<file path="config.mk">
export PLATFORM = sky130hd
export DESIGN_NAME = vga_color_selector
export DESIGN_NICKNAME = d
export VERILOG_FILES = /design/src/rtl/vga_pkg.sv /design/src/rtl/button_debouncer.sv /design/src/rtl/vga_color_selector.sv
export SDC_FILE = /design/constraint.sdc
export NUM_CORES = 1
export LEC_CHECK = 0
export CAP_MARGIN = 10
export CORE_ASPECT_RATIO = 0.75
export CORE_MARGIN = 8
export CORE_UTILIZATION = 25
export DETAILED_ROUTE_END_ITERATION = 6
export GPL_TIMING_DRIVEN = 0
export PLACE_DENSITY = 0.52
export SLEW_MARGIN = 25
export SYNTH_ARGS = -nofsm -noshare
export SYNTH_HDL_FRONTEND = slang
export SYNTH_SLANG_ARGS = --single-unit
</file>
<file path="constraint.sdc">
create_clock -name clock50Mhz -period 2 [get_ports clock50Mhz]
set_clock_uncertainty 0.1 [all_clocks]
set_input_delay 0.5 -clock clock50Mhz [delete_from_list [all_inputs] [get_ports clock50Mhz]]
set_output_delay 0.5 -clock clock50Mhz [all_outputs]
set_load 0.005 [all_outputs]
</file>
<file path="src/rtl/vga_pkg.sv">
`default_nettype none
// ============================================================================
//  Module      : vga_pkg
//  Description : Shared types and constants for the VGA colour control path.
//                Provides the channel enumeration, the full-intensity colour
//                constant and a channel-advance helper.
//  Revision    : 1.0  initial release
// ============================================================================
package vga_pkg;

    typedef enum logic [1:0] {
        CH_RED   = 2'd0,
        CH_GREEN = 2'd1,
        CH_BLUE  = 2'd2
    } channel_t;

    localparam logic [1:0] COLOR_FULL = 2'b11;

    // RED -> GREEN -> BLUE -> RED; the unused encoding also returns to RED.
    function automatic channel_t nextChannel(input channel_t ch);
        channel_t w_next;
        case (ch)
            CH_RED:   w_next = CH_GREEN;
            CH_GREEN: w_next = CH_BLUE;
            default:  w_next = CH_RED;
        endcase
        return w_next;
    endfunction

endpackage
`default_nettype wire

</file>
<file path="src/rtl/button_debouncer.sv">
`default_nettype none
// ============================================================================
//  Module      : button_debouncer
//  Description : Two-flop synchronizer, counting debouncer and press-pulse
//                generator for one active-low pushbutton.
//  Ports       : clk        - system clock
//                rst_n      - asynchronous active-low reset
//                i_buttonN  - raw button, active-low, asynchronous
//                o_press    - one-cycle pulse after a debounced press
//  Revision    : 1.0  initial release
// ============================================================================
module button_debouncer #(
    parameter int DEBOUNCE_CYCLES = 500000
) (
    input  logic clk,
    input  logic rst_n,
    input  logic i_buttonN,
    output logic o_press
);

    localparam int c_CNT_W = (DEBOUNCE_CYCLES > 2) ? $clog2(DEBOUNCE_CYCLES) : 1;
    localparam logic [c_CNT_W-1:0] c_CNT_MAX = c_CNT_W'(DEBOUNCE_CYCLES - 1);

    logic               r_sync1;
    logic               r_synced;
    logic               r_stable;
    logic               r_stableD;
    logic [c_CNT_W-1:0] r_count;
    logic [1:0]         r_fill;
    logic               r_armed;
    logic               r_press;

    // r_fill/r_armed: pulses are suppressed until the button has been seen
    // released after reset, so a button held through reset never fires.
    always_ff @(posedge clk or negedge rst_n) begin
        if (!rst_n) begin
            r_sync1   <= 1'b1;
            r_synced  <= 1'b1;
            r_stable  <= 1'b1;
            r_stableD <= 1'b1;
            r_count   <= '0;
            r_fill    <= 2'd0;
            r_armed   <= 1'b0;
            r_press   <= 1'b0;
        end else begin
            r_sync1   <= i_buttonN;
            r_synced  <= r_sync1;
            r_stableD <= r_stable;
            r_press   <= r_armed & r_stableD & ~r_stable;

            // Two edges are needed before r_synced holds a real sample.
            if (r_fill != 2'd2) begin
                r_fill <= r_fill + 2'd1;
            end
            if (r_fill == 2'd2 && r_synced && r_stable) begin
                r_armed <= 1'b1;
            end

            if (r_synced == r_stable) begin
                r_count <= '0;
            end else if (r_count == c_CNT_MAX) begin
                r_stable <= r_synced;
                r_count  <= '0;
            end else begin
                r_count <= r_count + 1'b1;
            end
        end
    end

    assign o_press = r_press;

endmodule
`default_nettype wire

</file>
<file path="src/rtl/vga_color_selector.sv">
`default_nettype none
// ============================================================================
//  Module      : vga_color_selector
//  Description : Turns two raw pushbuttons into per-channel 2-bit intensity
//                controls. Edits go to pending registers and are committed on
//                the falling edge of vsync so colours never change mid-frame.
//  Ports       : clock50Mhz      - system clock
//                reset_n         - asynchronous active-low reset
//                incButton_n     - raw increment button, active-low
//                selButton_n     - raw channel-select button, active-low
//                vsync           - driver vsync, active-low, same domain
//                redControl      - committed red intensity
//                greenControl    - committed green intensity
//                blueControl     - committed blue intensity
//                selectedChannel - channel being edited (0 R, 1 G, 2 B)
//  Revision    : 1.0  initial release
// ============================================================================
module vga_color_selector
    import vga_pkg::*;
#(
    parameter int DEBOUNCE_CYCLES = 500000
) (
    input  logic       clock50Mhz,
    input  logic       reset_n,
    input  logic       incButton_n,
    input  logic       selButton_n,
    input  logic       vsync,
    output logic [1:0] redControl,
    output logic [1:0] greenControl,
    output logic [1:0] blueControl,
    output logic [1:0] selectedChannel
);

    logic       w_incPress;
    logic       w_selPress;
    logic       w_commit;

    channel_t   r_channel;
    logic [1:0] r_pendR;
    logic [1:0] r_pendG;
    logic [1:0] r_pendB;
    logic       r_vsyncD;
    logic [1:0] r_red;
    logic [1:0] r_green;
    logic [1:0] r_blue;

    button_debouncer #(
        .DEBOUNCE_CYCLES(DEBOUNCE_CYCLES)
    ) u_incDebouncer (
        .clk      (clock50Mhz),
        .rst_n    (reset_n),
        .i_buttonN(incButton_n),
        .o_press  (w_incPress)
    );

    button_debouncer #(
        .DEBOUNCE_CYCLES(DEBOUNCE_CYCLES)
    ) u_selDebouncer (
        .clk      (clock50Mhz),
        .rst_n    (reset_n),
        .i_buttonN(selButton_n),
        .o_press  (w_selPress)
    );

    // vsync falling edge; the commit loads the pending values as they stood
    // before any increment landing on the same edge.
    assign w_commit = ~vsync & r_vsyncD;

    always_ff @(posedge clock50Mhz or negedge reset_n) begin
        if (!reset_n) begin
            r_channel <= CH_RED;
            r_pendR   <= COLOR_FULL;
            r_pendG   <= COLOR_FULL;
            r_pendB   <= COLOR_FULL;
            r_vsyncD  <= 1'b1;
            r_red     <= COLOR_FULL;
            r_green   <= COLOR_FULL;
            r_blue    <= COLOR_FULL;
        end else begin
            r_vsyncD <= vsync;

            // Increment targets the channel selected before any advance.
            if (w_incPress) begin
                case (r_channel)
                    CH_RED:   r_pendR <= r_pendR + 2'd1;
                    CH_GREEN: r_pendG <= r_pendG + 2'd1;
                    default:  r_pendB <= r_pendB + 2'd1;
                endcase
            end

            if (w_selPress) begin
                r_channel <= nextChannel(r_channel);
            end

            if (w_commit) begin
                r_red   <= r_pendR;
                r_green <= r_pendG;
                r_blue  <= r_pendB;
            end
        end
    end

    assign redControl      = r_red;
    assign greenControl    = r_green;
    assign blueControl     = r_blue;
    assign selectedChannel = r_channel;

endmodule
`default_nettype wire
</file>
==> impl_results.rst <==
.. list-table::
   :header-rows: 1

   * - Metric
     - Value
   * - Synthesized netlist cell count
     - 272
   * - Multi-input logic area
     - 1300 um2
   * - Clock tree from TritonCTS
     - yes
   * - Sequential area share after synthesis
     - 0.571
   * - Vias
     - 1998
   * - Logic pwr share
     - 0.030
   * - Vias per Instance
     - between 4 and 5
   * - Wirelength per Cell
     - 11.6 um
   * - Initial antenna violation count
     - 0
   * - Sum of negative setup slack
     - 0 ns
   * - Horiz. Die Dim
     - 144 um
   * - Shortest clock period the worst path allows after layout
     - 1.95 ns
   * - Avg Inst Size Synth
     - around 11 um2
   * - Fin nets
     - 310
   * - Global-route wire length before repair
     - around 9500 um
   * - Number of different library cells in the post-synthesis netlist
     - 39
   * - Global-route congestion overflow total
     - 0
   * - Slowest cell on the critical path
     - sky130_fd_sc_hd__dfstp_2
   * - Placed Cells
     - around 450
   * - Commonest cells after routing, fill and taps aside
     - 48 x sky130_fd_sc_hd__dfrtp_1, 38 x sky130_fd_sc_hd__nor2_1, 28 x sky130_fd_sc_hd__xnor2_1
   * - Critical Path AT
     - 1.35 ns
   * - Hold buffer count at cts
     - 0
   * - Switch Pwr
     - 670 uW
   * - Critical Path RT
     - 1.40 ns
   * - CP endpoint kind
     - output pin
   * - Startpoint class of the critical path
     - flop
   * - Number of max-capacitance violations reported
     - 0
   * - Least-Margin Pin Slew
     - 0.501 ns
   * - CTS max path bufs
     - 2
   * - Initial standard-cell utilization of the core
     - 0.253
   * - Count of routing violations after the opening detailed-route iteration
     - just under 90
   * - Count of buffers inserted at the top-level ports
     - 12
   * - Sequential Power Share
     - 0.463
   * - Core Footprint
     - 12100 um2
   * - Register area
     - 1750 um2
   * - Detailed Routing Iterations Pass 1
     - 4
   * - Cell breakdown of the critical path
     - clkdlybuf4s50_1
   * - Largest stage delay on the critical path
     - about 0.53 ns
   * - Vias in the first global route
     - 1959
   * - Worst path buffer plus inverter count
     - 1
   * - Cell family with most CP delay
     - flip-flops
   * - Post-layout instance count excluding filler cells
     - 472
   * - Largest net degree at the start of global routing
     - 40
   * - PnR Total Power
     - 3090 uW
   * - Number of remaining DRC errors
     - 0
   * - Post-detailed-routing wire length
     - 5490 um
   * - Total die area
     - 16100 um2
   * - Final number of hold-violating endpoints
     - 0
   * - Setup repair after global routing missed its margin
     - yes
   * - Hold/Removal Path Class
     - input port to async pin
   * - Sinks on Clock Net
     - 69
   * - Relative slew slack
     - 0.666
   * - Status
     - completed
   * - Final Max Slew Viols
     - 0
   * - Total half-perimeter wirelength after legalization and detailed placement
     - 3750 um
   * - Final setup fails
     - 0
   * - Clk network pwr share
     - 0.507
   * - Clock slew at reported path FFs
     - roughly 0.06 ns
   * - Leakage
     - 0.00152 uW
   * - Fillcell total
     - 1231
   * - H-tree depth reported by CTS
     - 3
   * - Overall die height
     - about 110 um
   * - Worst vdd rail ir drop
     - 0.000447 V
   * - Number of synthesized register bits
     - 69
   * - Warnings, synthesis
     - 0
   * - Type of the worst setup path
     - flop to output pin
   * - Ant. Diodes
     - 0
   * - Peak fanout along the critical path
     - 2
   * - Commonest non-fill, non-tap cell in the layout
     - sky130_fd_sc_hd__dfrtp_1
   * - Final estimated routing congestion in global placement
     - roughly 0.75
   * - Post-synth net total
     - 281
   * - Tcrit/Tclk final
     - 0.975
   * - Power Dens Cells
     - about 800 nW/um2
   * - Place WS
     - -0.143 ns
   * - Crit path setup slack, layout
     - 0.0499 ns
   * - Combined area of all synthesized cells
     - 3070 um2
   * - Max Clock Freq
     - between 500 and 600 MHz
   * - I/O pins
     - 13
   * - Fraction of layout instances using a drive strength above 1
     - 0.222
   * - Clock latency reported for the late side of the worst-skew pair
     - 0.33 ns
   * - Area added between synthesis and finish
     - 23.9%
   * - Internal Power
     - 2420 uW
   * - Switching portion of total power
     - 0.217
   * - CTS buffer count
     - 9
   * - Number of nets still failing antenna checks after routing
     - 0
   * - Overall track demand over capacity in global routing
     - 0.0742
   * - Number of cell rows
     - 35
   * - Clock root buffer
     - sky130_fd_sc_hd__clkbuf_16
==> state kept, by name, summed over array words and instances (netlist names), 2 cells and up <==
register,cells
selectedChannel,2
redControl,2
u_incDebouncer.r_fill,2
u_selDebouncer.r_fill,2
blueControl,2
u_selDebouncer.r_count,19
r_pendG,2
r_pendB,2
r_pendR,2
u_incDebouncer.r_count,19
greenControl,2
==> power groups by stage <==
stage / combinational (uW) / sequential, uW / clock, uW
after floorplan: 38.8 / 1450 / 0
after global placement: 84.0 / 1450 / 0
after detailed placement: 89.0 / 1450 / 0
after CTS: 93.2 / 1430 / 1630
after global routing: 109 / 1430 / 1680
final: 94.3 / 1430 / 1570
==> cell families (layout without fill, tap and decap cells) <==
kind of cell,Yosys count,after routing,synth area share
buf+inv,14,48,0.0204
flops,69,69,0.571
mux,9,9,0.0326
compound gates,19,19,0.0469
xor+xnor,38,38,0.108
simple gates,119,119,0.204
fa+ha+maj,4,4,0.0163
==> metrics by stage <==
stage                     hold WS [ns]  cell area [um2]  utilization
final                           0.0406             3800        0.313
after global routing            0.0723             3800        0.313
after CTS                       0.0493             3750        0.309
after detailed placement         0.247             3410        0.281
after global placement           0.248             3400        0.280
after floorplan                  0.104             3070            -
==> cells in the mapped netlist, drive strengths merged <==
library cell	n	area (um2)
o41ai	1	27.5
ha	4	50.1
dfstp	21	552
o21ai	5	25.0
nand3	15	75.1
xnor2	28	245
xor2	10	87.6
or3b	1	8.76
o21bai	1	11.3
nand4	13	87.6
clkbuf	2	8.75
nor4b	2	23.8
and4	3	27.5
or4	4	30.0
and2	2	12.5
buf	2	16.3
nor3	8	40.0
nand2	17	63.8
nor4	8	50.1
a21oi	6	30.0
mux2i	1	10.0
o31ai	3	22.5
nand3b	1	7.51
dfrtp	48	1200
a21bo	1	10.0
inv	10	37.5
a31o	2	17.5
mux2	8	90.1
or4b	1	10.0
nor2	38	143
or3	1	6.26
nor3b	1	7.51
nand2b	2	12.5
nor4bb	2	20.0
==> metal layers <==
metal / vias up / wire length [um] / track usage
met5: - / 0 / 0
met4: 0 / 83 / 0.0273
met3: 7 / 219 / 0.0291
met2: 21 / 2250 / 0.102
met1: 961 / 2930 / 0.102
li1: 1009 / - / -
==> timing repair <==
item                                    4_1_cts  5_1_grt
endpoints found under the hold margin         0        0
endpoints found under the setup margin       19       16
gates resized for setup                       3        7
gates cloned                                  0        0
pin swaps                                     1        1
setup buffers                                 2        3
==> worst paths after layout <==
check / to / slack (ns) / cells past startpoint / start
max: greenControl[1] / 0.05 / 1 / greenControl[1]
min reg2reg: u_incDebouncer.r_synced / 0.26 / 0 / u_incDebouncer.r_sync1
max in group asynchronous: r_pendB[0] / 1.15 / 2 / reset_n
min in group clock50Mhz: u_incDebouncer.r_synced / 0.26 / 0 / u_incDebouncer.r_sync1
max reg2reg: u_selDebouncer.r_stable / 0.10 / 4 / u_selDebouncer.r_count[14]
min: u_selDebouncer.r_count[13] / 0.04 / 1 / reset_n
==> final cells by class <==
class	count	share of cell area
Multi-Input combinational cell	189	0.341
Clock buffer	9	0.0592
Clock inverter	7	0.0194
Sequential cell	69	0.461
Inverter	10	0.00987
Timing Repair Buffer	18	0.0474
Tap cell	166	0.0546
Buffer	4	0.00724
Note: power is estimated with default switching activity, not from simulation.
